--- config.mk ---
export PLATFORM = sky130hd
export DESIGN_NAME = seq_divider_u8x4_flat
export DESIGN_NICKNAME = d
export VERILOG_FILES = /design/src/rtl/seq_divider_u8x4_if.sv /design/src/rtl/seq_divider_u8x4.sv /design/src/flat_wrapper.sv
export SDC_FILE = /design/constraint.sdc
export NUM_CORES = 1
export LEC_CHECK = 0
export CAP_MARGIN = 20
export CORE_MARGIN = 3
export CORE_UTILIZATION = 35
export DETAILED_ROUTE_END_ITERATION = 10
export GPL_TIMING_DRIVEN = 0
export PLACE_DENSITY = 0.6
export SYNTH_ARGS = -nofsm -noshare
export SYNTH_HDL_FRONTEND = slang
export SYNTH_SLANG_ARGS = --single-unit
--- constraint.sdc ---
create_clock -name clk -period 2.5 [get_ports clk]
set_input_delay 0.5 -clock clk [delete_from_list [all_inputs] [get_ports clk]]
set_output_delay 0.5 -clock clk [all_outputs]
set_load 0.02 [all_outputs]
--- src/rtl/seq_divider_u8x4_if.sv ---
// seq_divider_u8x4_if: start/busy/done handshake bus between a requester and the sequential divider
// master drives start/dividend/divisor; slave returns busy, done, quotient, remainder and dbz
interface seq_divider_u8x4_if #(
  parameter int DIVIDEND_W = 8,
  parameter int DIVISOR_W  = 4
);
  logic                  start;
  logic [DIVIDEND_W-1:0] dividend;
  logic [DIVISOR_W-1:0]  divisor;
  logic                  busy;
  logic                  done;
  logic [DIVIDEND_W-1:0] quotient;
  logic [DIVISOR_W-1:0]  remainder;
  logic                  dbz;
  modport master(output start, dividend, divisor, input busy, done, quotient, remainder, dbz);
  modport slave(input start, dividend, divisor, output busy, done, quotient, remainder, dbz);
endinterface

--- src/rtl/seq_divider_u8x4.sv ---
// seq_divider_u8x4: restoring divider producing one quotient bit per clock behind a start/busy/done handshake
// Ports: clk, rst_n (async, active-low), bus (seq_divider_u8x4_if.slave: start, dividend, divisor in;
// busy, done, quotient, remainder, dbz out). Results hold until the next accepted start.
// Define SEQ_DIVIDER_SIGNED_EN for two's-complement operands (quotient truncates toward zero,
// remainder takes the dividend's sign).
module seq_divider_u8x4 #(
  parameter int DIVIDEND_W = 8,
  parameter int DIVISOR_W  = 4
) (
  input  logic                clk,
  input  logic                rst_n,
  seq_divider_u8x4_if.slave   bus
);
  localparam int CW = $clog2(DIVIDEND_W + 1);
  typedef enum logic [1:0] {IDLE, BUSY, DONE} state_t;
  state_t                state, state_nx;
  logic [CW-1:0]         cnt;
  logic [DIVIDEND_W-1:0] wq, q_out, a_mag, q_nx, q_fin;
  logic [DIVISOR_W-1:0]  dvs, r_out, b_mag, r_fin;
  logic [DIVISOR_W:0]    pr, pr_nx;
  logic [DIVISOR_W+1:0]  sh, trial;
  logic                  qneg, rneg, dbz_q, acc, last, dvs_zero, sd, sv, neg;
  always_comb begin
    acc      = bus.start && state != BUSY;
    last     = cnt == CW'(DIVIDEND_W - 1);
    dvs_zero = bus.divisor == '0;
`ifdef SEQ_DIVIDER_SIGNED_EN
    sd = bus.dividend[DIVIDEND_W-1];
    sv = bus.divisor[DIVISOR_W-1];
`else
    sd = 1'b0;
    sv = 1'b0;
`endif
    a_mag = sd ? -bus.dividend : bus.dividend;
    b_mag = sv ? -bus.divisor : bus.divisor;
    // wq shifts dividend bits out of its MSB and quotient bits into its LSB
    sh    = {pr, wq[DIVIDEND_W-1]};
    trial = sh - {2'b0, dvs};
    neg   = trial[DIVISOR_W+1];
    pr_nx = neg ? sh[DIVISOR_W:0] : trial[DIVISOR_W:0];
    q_nx  = {wq[DIVIDEND_W-2:0], ~neg};
    q_fin = qneg ? -q_nx : q_nx;
    r_fin = rneg ? -pr_nx[DIVISOR_W-1:0] : pr_nx[DIVISOR_W-1:0];
    state_nx = state == BUSY ? (last ? DONE : BUSY) : acc ? (dvs_zero ? DONE : BUSY) : IDLE;
  end
  always_ff @(posedge clk or negedge rst_n)
    if (!rst_n) state <= IDLE;
    else state <= state_nx;
  always_ff @(posedge clk or negedge rst_n)
    if (!rst_n) begin
      cnt   <= '0;
      wq    <= '0;
      dvs   <= '0;
      pr    <= '0;
      q_out <= '0;
      r_out <= '0;
      dbz_q <= 1'b0;
      qneg  <= 1'b0;
      rneg  <= 1'b0;
    end else if (acc) begin
      wq    <= a_mag;
      dvs   <= b_mag;
      pr    <= '0;
      cnt   <= '0;
      dbz_q <= dvs_zero;
      qneg  <= sd ^ sv;
      rneg  <= sd;
      if (dvs_zero) begin
        q_out <= '1;
        r_out <= bus.dividend[DIVISOR_W-1:0];
      end
    end else if (state == BUSY) begin
      wq  <= q_nx;
      pr  <= pr_nx;
      cnt <= cnt + CW'(1);
      if (last) begin
        q_out <= q_fin;
        r_out <= r_fin;
      end
    end
  assign bus.busy      = state == BUSY;
  assign bus.done      = state == DONE;
  assign bus.quotient  = q_out;
  assign bus.remainder = r_out;
  assign bus.dbz       = dbz_q;
endmodule
--- src/flat_wrapper.sv ---
// flat-port wrapper written by rule: the top's interface ports become plain ports
module seq_divider_u8x4_flat 
#(
  parameter int DIVIDEND_W = 8,
  parameter int DIVISOR_W  = 4
)
  (clk, rst_n, bus_start, bus_dividend, bus_divisor, bus_busy, bus_done, bus_quotient, bus_remainder, bus_dbz);
  seq_divider_u8x4_if #(.DIVIDEND_W(DIVIDEND_W), .DIVISOR_W(DIVISOR_W)) bus_i ();
  input  logic clk;
  input  logic rst_n;
  input wire logic [$bits(bus_i.start)-1:0] bus_start;
  input wire logic [$bits(bus_i.dividend)-1:0] bus_dividend;
  input wire logic [$bits(bus_i.divisor)-1:0] bus_divisor;
  output wire logic [$bits(bus_i.busy)-1:0] bus_busy;
  output wire logic [$bits(bus_i.done)-1:0] bus_done;
  output wire logic [$bits(bus_i.quotient)-1:0] bus_quotient;
  output wire logic [$bits(bus_i.remainder)-1:0] bus_remainder;
  output wire logic [$bits(bus_i.dbz)-1:0] bus_dbz;
  assign bus_i.start = bus_start;
  assign bus_i.dividend = bus_dividend;
  assign bus_i.divisor = bus_divisor;
  assign bus_busy = bus_i.busy;
  assign bus_done = bus_i.done;
  assign bus_quotient = bus_i.quotient;
  assign bus_remainder = bus_i.remainder;
  assign bus_dbz = bus_i.dbz;
  seq_divider_u8x4 #(.DIVIDEND_W(DIVIDEND_W), .DIVISOR_W(DIVISOR_W)) u_core (.clk(clk), .rst_n(rst_n), .bus(bus_i));
endmodule
==> results.toml <==
[pwr]
fin_total_pwr_mw = 3.592
power_density_mw_per_mm2 = 1560
power.leakage_nw = 1.003
ir_worst_vdd_mv = 0.7123

[sta]
setup_ws_ps = 158.1
timing.slew.headroom_pct = 46.35
finalWorstPathRequiredPeriod_ps = 2342
hold_viol = 0
clock.fmax_mhz = 427.0
worst_pin_slew_ps = 804.8
drv_slew = 0
setup_viol = 0
holdWs_ps = 292.1
clock_skew_ps = 7.690
fin_crit_sh_pct = 93.68
rsz0062_at_grt = "no"
finalSetupTns_ps = 0

[floorplanning]
initial_utilization_pct = 37.46
core_mm2 = 0.004880
die_area_mm2 = 0.006126
fp.dieH_um = 78.27
die_x_um = 78.27
io_pins = 30
std_cell_rows = 25

[placement]
post-place-cells = 269
placed_area_mm2 = 0.002197
hpwl_mm = 3.012
post-place-ws_ps = -6.521
port-buffer-count = 29
place.gp.congestion = 0.8024

[route]
firstDrtPassIters = 4
vias = 1423
viasPerCell = 5.156
ant_nets = 0
drt-total-wl_mm = 4.281
wl_per_cell_um = 15.51
drtIter0Drc = 75
drc = 0

[layout]
fin_cells = 276
final_cell_mix = "dfrtp_1 (36), clkdlybuf4s50_1 (28), o21ai_0 (19)"
drive_gt1_share_pct = 10.05
layout_commonest_cell = "dfrtp_1"
n_antenna_cell = 0
design_area_mm2 = 0.002302
fin_util_pct = 47.18
finalNetCount = 229
area_growth_pct = 25.94

[outcome]
status = "finished, final reports clean"

[global_route]
grt_pass1_vias = 1450
grt_util_all_layers_pct = 15.39
grt_overflow_total = 0
grt_pass1_wl_mm = 7.355
grt_max_degree = 37
antenna_found_initial = 0

[synth]
syn_area_per_cell_um2 = 10.57
yosysSeqAreaShare_pct = 49.28
synth_ff_type = "dfrtp_1"
synth_edf_count = 0
synth_cell_types = 47
synth_area_mm2 = 0.001828
syn-num-nets = 194
yosys_warnings = 0
synth-seq-cells = 36
netlist_instances = 173
synthArstFlopShare_pct = 100.0

[cts]
cts_sinks = 36
cts_buffers = 5
post_cts_resized = 0
hold_buffers = 0
cts_setup_buffers = 0
clk_path_buf_depth = 2
cts.reportedPaths.clkPinSlew_ps = 80
clk_latency_ps = 290
h-tree-depth = 2
root_buffer = "clkbuf_8"
cts_tree = "done"

[critical_path]
cp_data_arrival_time_ps = 1840
critPathRequiredTime_ps = 2000
path_max_fanout = 19
cp-end-kind = "output port"
reg2reg_depth = 6
critical_path_class = "reg2out"
worstSetupStartpointType = "flop"

[min_path]
hold_class = "in2async"

[job]
max-cap-violations = 0
registers in the layout (all words and copies together), names as in the netlist:
signal and flops:
u_core.bus.quotient 8, u_core.cnt 4, u_core.bus.remainder 4, u_core.dvs 4, u_core.wq 8, u_core.state 2, u_core.bus.dbz 1, u_core.pr 5
power by group:
group          total (mW)  switching [mW]  internal [mW]
registers            1.07           0.197          0.875
logic                2.00            1.08          0.927
clock network       0.514           0.218          0.296
per-layer routing:
metal | routed length (µm) | track usage [%] | vias to the layer above
met3 | 182 | 4.014 | 9
met5 | 0 | 0 | -
met4 | 84 | 6.119 | 0
met1 | 2086 | 21.36 | 683
met2 | 1928 | 22.86 | 36
li1 | - | - | 695
final cells by class:
class                      instances  area [µm²]
fill                             508        2577
sequential                        36       900.9
multi-input combinational        121       837.1
timing repair buffer              29       285.3
tap                               67       83.83
clock buffer                       6       72.57
buffer                             7       56.30
clock inverter                     2       35.03
inverter                           8       31.28
worst paths after layout:
| path | endpoint | start | slack [ps] |
|---|---|---|---|
| worst max-delay path | bus_busy | u_core.state[1]$_DFF_PN0_ | 160 |
| worst min-delay path | u_core.bus.quotient[0]$_DFFE_PN0P_ | rst_n | 290 |
| worst max register to register | u_core.bus.remainder[0]$_DFFE_PN0P_ | u_core.pr[0]$_DFFE_PN0P_ | 330 |
| worst min register to register | u_core.bus.dbz$_DFFE_PN0P_ | u_core.bus.dbz$_DFFE_PN0P_ | 480 |
| max in group asynchronous | u_core.bus.remainder[0]$_DFFE_PN0P_ | rst_n | 1690 |
| min in group clk | u_core.bus.dbz$_DFFE_PN0P_ | u_core.bus.dbz$_DFFE_PN0P_ | 480 |
cells by family after synthesis:
group           Yosys count  synth area share (%)
buf+inv                  16                 4.996
xor+xnor                  2                0.9584
compound gates           52                 19.71
fa+ha+maj                 6                 4.517
simple gates             49                 13.62
flops                    36                 49.28
mux                      12                 6.913
cell usage after synthesis, types with 2 or more instances:
cell type  instances  area share, %
nor2_1             9            1.8
mux2i_1           10            5.5
a21o_1             3            1.2
buf_6              4            2.5
a21oi_1            5            1.4
a32oi_1            2           0.96
nand3_1            8            2.2
nor3_1             2           0.55
nand2_1           18            3.7
clkbuf_1           3           0.62
dfrtp_1           36             49
inv_1              6            1.2
o21ai_0           19            5.2
o22a_1             5            2.4
a31oi_1            3            1.0
o221ai_2           2            1.6
nor2b_1            3            1.0
ha_1               5            3.4
a222oi_1           2            1.1
critical path, cell delays in order (launching register included):
cell and delay, ps:
dfrtp_1 370, nand2b_1 150, buf_6 140, clkinv_2 60
buf_6 180, clkdlybuf4s50_1 630
No activity file was read; power rests on OpenSTA's default activity.
